[src/rtl/vga_text_timing.sv]
// Programmable VGA timing generator with character-cell coordinates and a text-entry cursor.
// Video outputs are registered from the raster counters, so they are mutually aligned.
module vga_text_timing #(
    parameter int unsigned H_ACTIVE     = 640,
    parameter int unsigned H_FP         = 16,
    parameter int unsigned H_SYNC       = 96,
    parameter int unsigned H_BP         = 48,
    parameter int unsigned V_ACTIVE     = 480,
    parameter int unsigned V_FP         = 10,
    parameter int unsigned V_SYNC       = 2,
    parameter int unsigned V_BP         = 33,
    parameter bit          SYNC_POL     = 1'b0,
    parameter int unsigned CELL_W       = 8,
    parameter int unsigned CELL_H       = 16,
    parameter int unsigned BLINK_FRAMES = 30,
    localparam int unsigned H_TOTAL = H_ACTIVE + H_FP + H_SYNC + H_BP,
    localparam int unsigned V_TOTAL = V_ACTIVE + V_FP + V_SYNC + V_BP,
    localparam int unsigned COLS    = H_ACTIVE / CELL_W,
    localparam int unsigned ROWS    = V_ACTIVE / CELL_H,
    localparam int unsigned XW      = $clog2(H_TOTAL),
    localparam int unsigned YW      = $clog2(V_TOTAL),
    localparam int unsigned CW      = $clog2(COLS),
    localparam int unsigned RW      = $clog2(ROWS),
    localparam int unsigned AW      = $clog2(COLS * ROWS),
    localparam int unsigned GCW     = $clog2(CELL_W),
    localparam int unsigned GRW     = $clog2(CELL_H)
) (
    input  logic           clk,
    input  logic           reset,
    input  logic           cur_adv,
    input  logic           cur_back,
    input  logic           cur_newline,
    input  logic           cur_home,
    output logic           hsync,
    output logic           vsync,
    output logic           display_on,
    output logic [XW-1:0]  pix_x,
    output logic [YW-1:0]  pix_y,
    output logic [CW-1:0]  cell_col,
    output logic [RW-1:0]  cell_row,
    output logic [GCW-1:0] glyph_col,
    output logic [GRW-1:0] glyph_row,
    output logic           frame_start,
    output logic [CW-1:0]  cursor_col,
    output logic [RW-1:0]  cursor_row,
    output logic           cursor_hit,
    output logic           cur_wr,
    output logic [AW-1:0]  cur_wr_addr
);

    localparam logic [XW-1:0] X_LAST   = XW'(H_TOTAL - 1);
    localparam logic [YW-1:0] Y_LAST   = YW'(V_TOTAL - 1);
    localparam logic [XW-1:0] X_ACT    = XW'(H_ACTIVE);
    localparam logic [YW-1:0] Y_ACT    = YW'(V_ACTIVE);
    localparam logic [XW-1:0] HS_START = XW'(H_ACTIVE + H_FP);
    localparam logic [XW-1:0] HS_END   = XW'(H_ACTIVE + H_FP + H_SYNC - 1);
    localparam logic [YW-1:0] VS_START = YW'(V_ACTIVE + V_FP);
    localparam logic [YW-1:0] VS_END   = YW'(V_ACTIVE + V_FP + V_SYNC - 1);
    localparam logic [CW-1:0] LAST_COL = CW'(COLS - 1);
    localparam logic [RW-1:0] LAST_ROW = RW'(ROWS - 1);
    localparam logic [GRW-1:0] UL_ROW  = GRW'(CELL_H - 2);
    localparam int unsigned   FW       = $clog2(BLINK_FRAMES + 1);
    localparam logic [FW-1:0] BF_LAST  = FW'(BLINK_FRAMES - 1);

    logic [XW-1:0] x_q, x_d;
    logic [YW-1:0] y_q, y_d;
    logic [CW-1:0] col_q, col_d;
    logic [RW-1:0] row_q, row_d;
    logic          wr_d;
    logic [AW-1:0] cur_addr;
    logic [FW-1:0] fcnt_q, fcnt_d;
    logic          blink_q, blink_d;

    // Raster counters
    always_comb begin
        x_d = x_q + XW'(1);
        y_d = y_q;
        if (x_q == X_LAST) begin
            x_d = '0;
            y_d = (y_q == Y_LAST) ? '0 : y_q + YW'(1);
        end
    end

    always_ff @(posedge clk) begin
        if (reset) begin
            x_q <= '0;
            y_q <= '0;
        end else begin
            x_q <= x_d;
            y_q <= y_d;
        end
    end

    always_ff @(posedge clk) begin
        if (reset) begin
            pix_x       <= '0;
            pix_y       <= '0;
            hsync       <= ~SYNC_POL;
            vsync       <= ~SYNC_POL;
            display_on  <= 1'b0;
            frame_start <= 1'b0;
        end else begin
            pix_x       <= x_q;
            pix_y       <= y_q;
            hsync       <= (x_q >= HS_START && x_q <= HS_END) ? SYNC_POL : ~SYNC_POL;
            vsync       <= (y_q >= VS_START && y_q <= VS_END) ? SYNC_POL : ~SYNC_POL;
            display_on  <= (x_q < X_ACT) && (y_q < Y_ACT);
            frame_start <= (x_q == '0) && (y_q == '0);
        end
    end

    assign cell_col  = pix_x[GCW +: CW];
    assign cell_row  = pix_y[GRW +: RW];
    assign glyph_col = pix_x[GCW-1:0];
    assign glyph_row = pix_y[GRW-1:0];

    // Cursor commands, highest priority first; only the winner acts
    always_comb begin
        col_d    = col_q;
        row_d    = row_q;
        wr_d     = 1'b0;
        cur_addr = AW'(row_q) * AW'(COLS) + AW'(col_q);
        if (cur_home) begin
            col_d = '0;
            row_d = '0;
        end else if (cur_newline) begin
            col_d = '0;
            row_d = (row_q == LAST_ROW) ? '0 : row_q + RW'(1);
        end else if (cur_back) begin
            if (col_q != '0) begin
                col_d = col_q - CW'(1);
            end else if (row_q != '0) begin
                col_d = LAST_COL;
                row_d = row_q - RW'(1);
            end
        end else if (cur_adv) begin
            wr_d = 1'b1;
            if (col_q != LAST_COL) begin
                col_d = col_q + CW'(1);
            end else begin
                col_d = '0;
                row_d = (row_q == LAST_ROW) ? '0 : row_q + RW'(1);
            end
        end
    end

    always_ff @(posedge clk) begin
        if (reset) begin
            col_q       <= '0;
            row_q       <= '0;
            cur_wr      <= 1'b0;
            cur_wr_addr <= '0;
        end else begin
            col_q       <= col_d;
            row_q       <= row_d;
            cur_wr      <= wr_d;
            cur_wr_addr <= cur_addr;
        end
    end

    assign cursor_col = col_q;
    assign cursor_row = row_q;

    // Blink phase flips after BLINK_FRAMES frame starts
    always_comb begin
        fcnt_d  = fcnt_q;
        blink_d = blink_q;
        if (frame_start) begin
            if (fcnt_q == BF_LAST) begin
                fcnt_d  = '0;
                blink_d = ~blink_q;
            end else begin
                fcnt_d = fcnt_q + FW'(1);
            end
        end
    end

    always_ff @(posedge clk) begin
        if (reset) begin
            fcnt_q  <= '0;
            blink_q <= 1'b1;
        end else begin
            fcnt_q  <= fcnt_d;
            blink_q <= blink_d;
        end
    end

    always_comb begin
        cursor_hit = display_on && blink_q && (cell_col == col_q) && (cell_row == row_q) &&
                     (glyph_row >= UL_ROW);
    end

endmodule

[config.mk]
export PLATFORM = sky130hd
export DESIGN_NAME = vga_text_timing
export DESIGN_NICKNAME = d
export VERILOG_FILES = /design/src/rtl/vga_text_timing.sv
export SDC_FILE = /design/constraint.sdc
export NUM_CORES = 1
export LEC_CHECK = 0
export ABC_AREA = 1
export CAP_MARGIN = 30
export CORE_ASPECT_RATIO = 0.75
export CORE_MARGIN = 2
export CORE_UTILIZATION = 30
export DETAILED_ROUTE_END_ITERATION = 16
export DONT_BUFFER_PORTS = 1
export PLACE_DENSITY = 0.47
export SLEW_MARGIN = 20
export SYNTH_ARGS = -nofsm -noshare
export SYNTH_HDL_FRONTEND = slang
export SYNTH_SLANG_ARGS = --single-unit
[constraint.sdc]
create_clock -name clk -period 2.05 [get_ports clk]
set_input_delay 0.205 -clock clk [delete_from_list [all_inputs] [get_ports clk]]
set_output_delay 0.205 -clock clk [all_outputs]
set_load 0.05 [all_outputs]
# Word-level counts from Yosys, hierarchy flattened
# Cells that the tools add are included.
# W data, S select, Z words.
# word_totals
reg_bits,75
inputBits,6
output_inout_bits,69
word_cells,80
# op_classes
add_sub_neg,8
multipliers,1
order_cmp,7
n_eq_ne,11
n_mux,17
bitwise,1
reduce_logical,21
# op_table
operator,n
$mux W5,8
$mux W7,5
$add A10 B1 Y10 const B,2
$eq A10 B10 Y1 const B,2
$logic_not A10 Y1,2
$add A12 B7 Y12,1
$add A5 B1 Y5 const B,2
$eq A5 B5 Y1 const B,2
$ge A10 B10 Y1 const B,1
$ge A10 B9 Y1 const B,1
$le A10 B10 Y1 const B,1
$le A10 B9 Y1 const B,1
$lt A10 B10 Y1 const B,1
$lt A10 B9 Y1 const B,1
$mux W10,1
$logic_and A1 B1 Y1,8
$mul A5 B3 Y8 const B,1
$add A7 B1 Y7 const B,1
$eq A7 B7 Y1,1
$ne A7 B7 Y1 const B,1
$reduce_bool A7 Y1,1
$sub A7 B1 Y7 const B,1
$ne A3 B1 Y1 const B,2
$ne A3 B3 Y1 const B,2
13 further kinds,17

# Depth between registers and ports, before layout
# logic_depth
word_depth,6
mapped_depth,11
depth_no_buf,11

# Worst setup path before layout
# No wires, ideal clock.
# synth_path
kind,reg-to-reg
startpoint,"reg row_q[3], in the netlist cursor_row[3]"
endpoint,reg cur_wr_addr[10]
setup_time_ps,114
t_arrival_ps,2210
required_ps,1936
path_slack_ps,-274
path_stages_with_launch,11
n_path_buf,0
period_less_slack_ps,2324
cell_sequence,dfxtp_1 > ha_1 > ha_1 > inv_1 > fa_1 > inv_1 > nand2_1 > nor2_1 > nand2_1 > nand2_1 > nor2_1
# synth_between
elab_chain_len,2
# synth_rtl
item,line,rtl
start: declaration,68,"logic [RW-1:0] row_q, row_d;"
start signal: assignment,155,row_q <= row_d;
$mul A5 B3 Y8,122,cur_addr = AW'(row_q) * AW'(COLS) + AW'(col_q);
$add A12 B7 Y12,122,
end signal: assignment,157,cur_wr_addr <= cur_addr;
end: declaration,48,output logic [AW-1:0] cur_wr_addr
# No other way between the ends.
# A chain may end at the register's enable or synchronous reset.

# Final worst setup path
# layout_path
startpoint,"reg col_q[6], in the netlist cursor_col[6]"
endpoint,out cursor_hit
# layout_between
elab_chain_len,4
# layout_rtl
item,line,rtl
start: declaration,67,"logic [CW-1:0] col_q, col_d;"
start signal: assignment,154,col_q <= col_d;
$eq A7 B7 Y1,189,cursor_hit = display_on && blink_q && (cell_col == col_q) && (cell_row == row_q) &&
$logic_and A1 B1 Y1 (3 in series),189,
end: declaration,46,"output logic cursor_hit,"
# No other way between the ends.

==> run metrics <==
Post-synth EDFFs=0; WP data required=1.85 ns; Cell variety after synth=43; Root Driver=clkbuf_16; Leak=2.09 nW; WHS Path Cells=2; CORE AREA=13700 um^2; cell with the most instances after synthesis=nand2_1; Hold Path Origin=cur_adv; Critical R2R Capture=cur_wr_addr[10]; routed via count=3648; largest net degree at the start of global routing=34; syn_area_per_cell=7.34 um^2; n_diodes=0; asr flop ratio synth=0%; gr usage total=15.3%; I/O pin count=75; FP Rows=37; Initial DRC Count=213; Die X=140 um; synth top area cells=dfxtp_1, nand2_1, nor2_1; final wirelength=10800 um; GRT overflow=0; post-layout util=35.4%; CP max FO=7; Syn Nets=598; Max clock buf depth=2; Worst Hold Class=in2reg; WL/cell=14.1 um; Arrival @ worst endpoint=1.73 ns; Residual DRC=0; Setup-failing EPs final=0; setup TNS=0 ns; commonest register cell after synthesis=dfxtp_1; critical path class=reg2out; Post-Syn Instances=568; Initial Util=30.5%; Worst Tran Pin Value=0.491 ns; # Max-Cap Violations=0; Reg clk slew, reported paths=0.06 ns; Final ANT Viol Nets=0; pwr/cell area=765 nW/um^2; Synth Register Bits=75; Clk Latency, worst-skew pair=0.35 ns; R2R cell count=9; Slew headroom=67.2%; Yosys warning total=0; clk sinks=75; TritonCTS clock tree=built; minimum clock period=1.94 ns; input/output buffers=0; Power, Total=3.70 mW; fin crit share=94.5%; worst vdd ir=0.000428 V; Startpoint Class=flip-flop; initial antenna violation count=0; Hold Fails Final Rpt=0; Via density=4.76; CP Capture Type=output pin; CTS buffer count=9; WHS Endpoint=cur_wr; Area growth syn-to-layout=16.2%; Mapped Area=4170 um^2; ratio of cells with drive above 1 in the final layout=19.0%; Setup Buffers After CTS=0; final net count=616; Worst Skew=0.00967 ns; Max Fclk=516 MHz; sequential fraction of the synthesis area=36.0%; die area=14900 um^2; R2R Path Start=cursor_row[1]; Synth top area share=36.0%; post-synth top area cell=dfxtp_1; First-pass DRT Iterations=6; r2r setup slk=0.14 ns; level count of the clock H-tree=3; DP HPWL=8200 um; status=finished, final reports clean; routability cong.=0.855; count of final max-slew check failures=0; vias in the first global route=3464; global-route wire length before repair=17800 um; Die Ht=106 um; Post-synth top cells=nand2_1, nor2_1, dfxtp_1
==> what timing repair did <==
item                       4_1_cts  5_1_grt
gates cloned                     0        0
resized for setup                2       13
hold buffers                     1        0
setup endpoints to repair        1        4
hold endpoints to repair        33        0
==> state kept, by name, summed over array words and instances, names as in the netlist <==
register / flops
cur_wr_addr: 12
pix_x: 10
pix_y: 10
x_q: 10
y_q: 10
cursor_col: 7
cursor_row: 5
fcnt_q: 5
blink_q: 1
cur_wr: 1
display_on: 1
frame_start: 1
hsync: 1
vsync: 1
==> placed cells by master, fill, tap and decap left out, types with 3 or more instances in the layout <==
master,count
nand2_1,97
nor2_1,93
dfxtp_1,67
inv_1,54
nand3_1,43
buf_4,34
o21ai_0,24
a21oi_1,22
ha_1,22
inv_2,12
nand4_1,12
clkbuf_16,9
xor2_1,8
dfxtp_2,8
nor2_4,7
nor2_2,7
nand2_2,7
o21ai_1,5
o22ai_1,5
nand3_2,5
xnor2_1,4
inv_6,3
nor3_1,3
nor4_1,3
buf_12,3
==> layer usage <==
metal  vias to the layer above  GRT usage, %  wire, um
met1                      1690          19.5      5090
met4                         0          5.05       194
met5                         -             0         0
met3                        14          4.64       591
met2                        90          24.7      4950
li1                       1854             -         -
==> where the power goes <==
| group | total, mW | internal [mW] | switching, mW |
|---|---|---|---|
| sequential | 1.58 | 1.50 | 0.0762 |
| clock | 1.62 | 0.982 | 0.636 |
| combinational | 0.507 | 0.166 | 0.341 |
==> kinds of logic (layout without fill, tap and decap cells) <==
| group | after synthesis | in the layout | synth area share [%] |
|---|---|---|---|
| compound gates | 69 | 69 | 9.58 |
| xor+xnor | 13 | 13 | 2.73 |
| fa+ha+maj | 24 | 24 | 7.57 |
| buf+inv | 100 | 123 | 11.7 |
| flops | 75 | 75 | 36.0 |
| simple gates | 287 | 287 | 32.4 |
==> how the worst max path moves through the flow <==
stage / startpoint / to / slack, ns
2_1_floorplan: cursor_col[4] / cur_wr_addr[10] / -0.01
3_3_place_gp: cursor_row[1] / cur_wr_addr[10] / 0.14
3_5_place_dp: cursor_row[0] / cur_wr_addr[10] / 0.13
4_1_cts: cursor_row[3] / cursor_hit / 0.002
5_1_grt: cursor_row[2] / cursor_hit / -0.01
6_report: cursor_col[6] / cursor_hit / 0.11
==> metrics by stage <==
step	hold slack (ns)	worst slack (ns)	instances	instance area [um^2]
finish	0.0205	0.112	766	4840
global route	0.0123	-0.0117	766	4840
CTS	0.00540	0.00209	766	4800
detailed placement	0.280	0.126	749	4470
global placement	0.275	0.143	749	4470
floorplan	0.363	-0.0100	568	4180
==> final cells by class <==
| type | instances | area, um^2 |
|---|---|---|
| Clock inverter | 5 | 60.1 |
| Inverter | 67 | 256 |
| Multi-Input combinational cell | 393 | 2200 |
| Clock buffer | 11 | 243 |
| Timing Repair Buffer | 40 | 353 |
| Fill cell | 1416 | 8820 |
| Tap cell | 175 | 219 |
| Sequential cell | 75 | 1510 |
==> worst max-delay path, stage by stage (launching register included) <==
cell	delay (ns)
dfxtp_2	0.37
inv_1	0.22
o22ai_1	0.12
or2_0	0.21
nor2_1	0.11
nand2_1	0.09
nor2_4	0.12
buf_12	0.14
(Power assumes the default switching activity.)
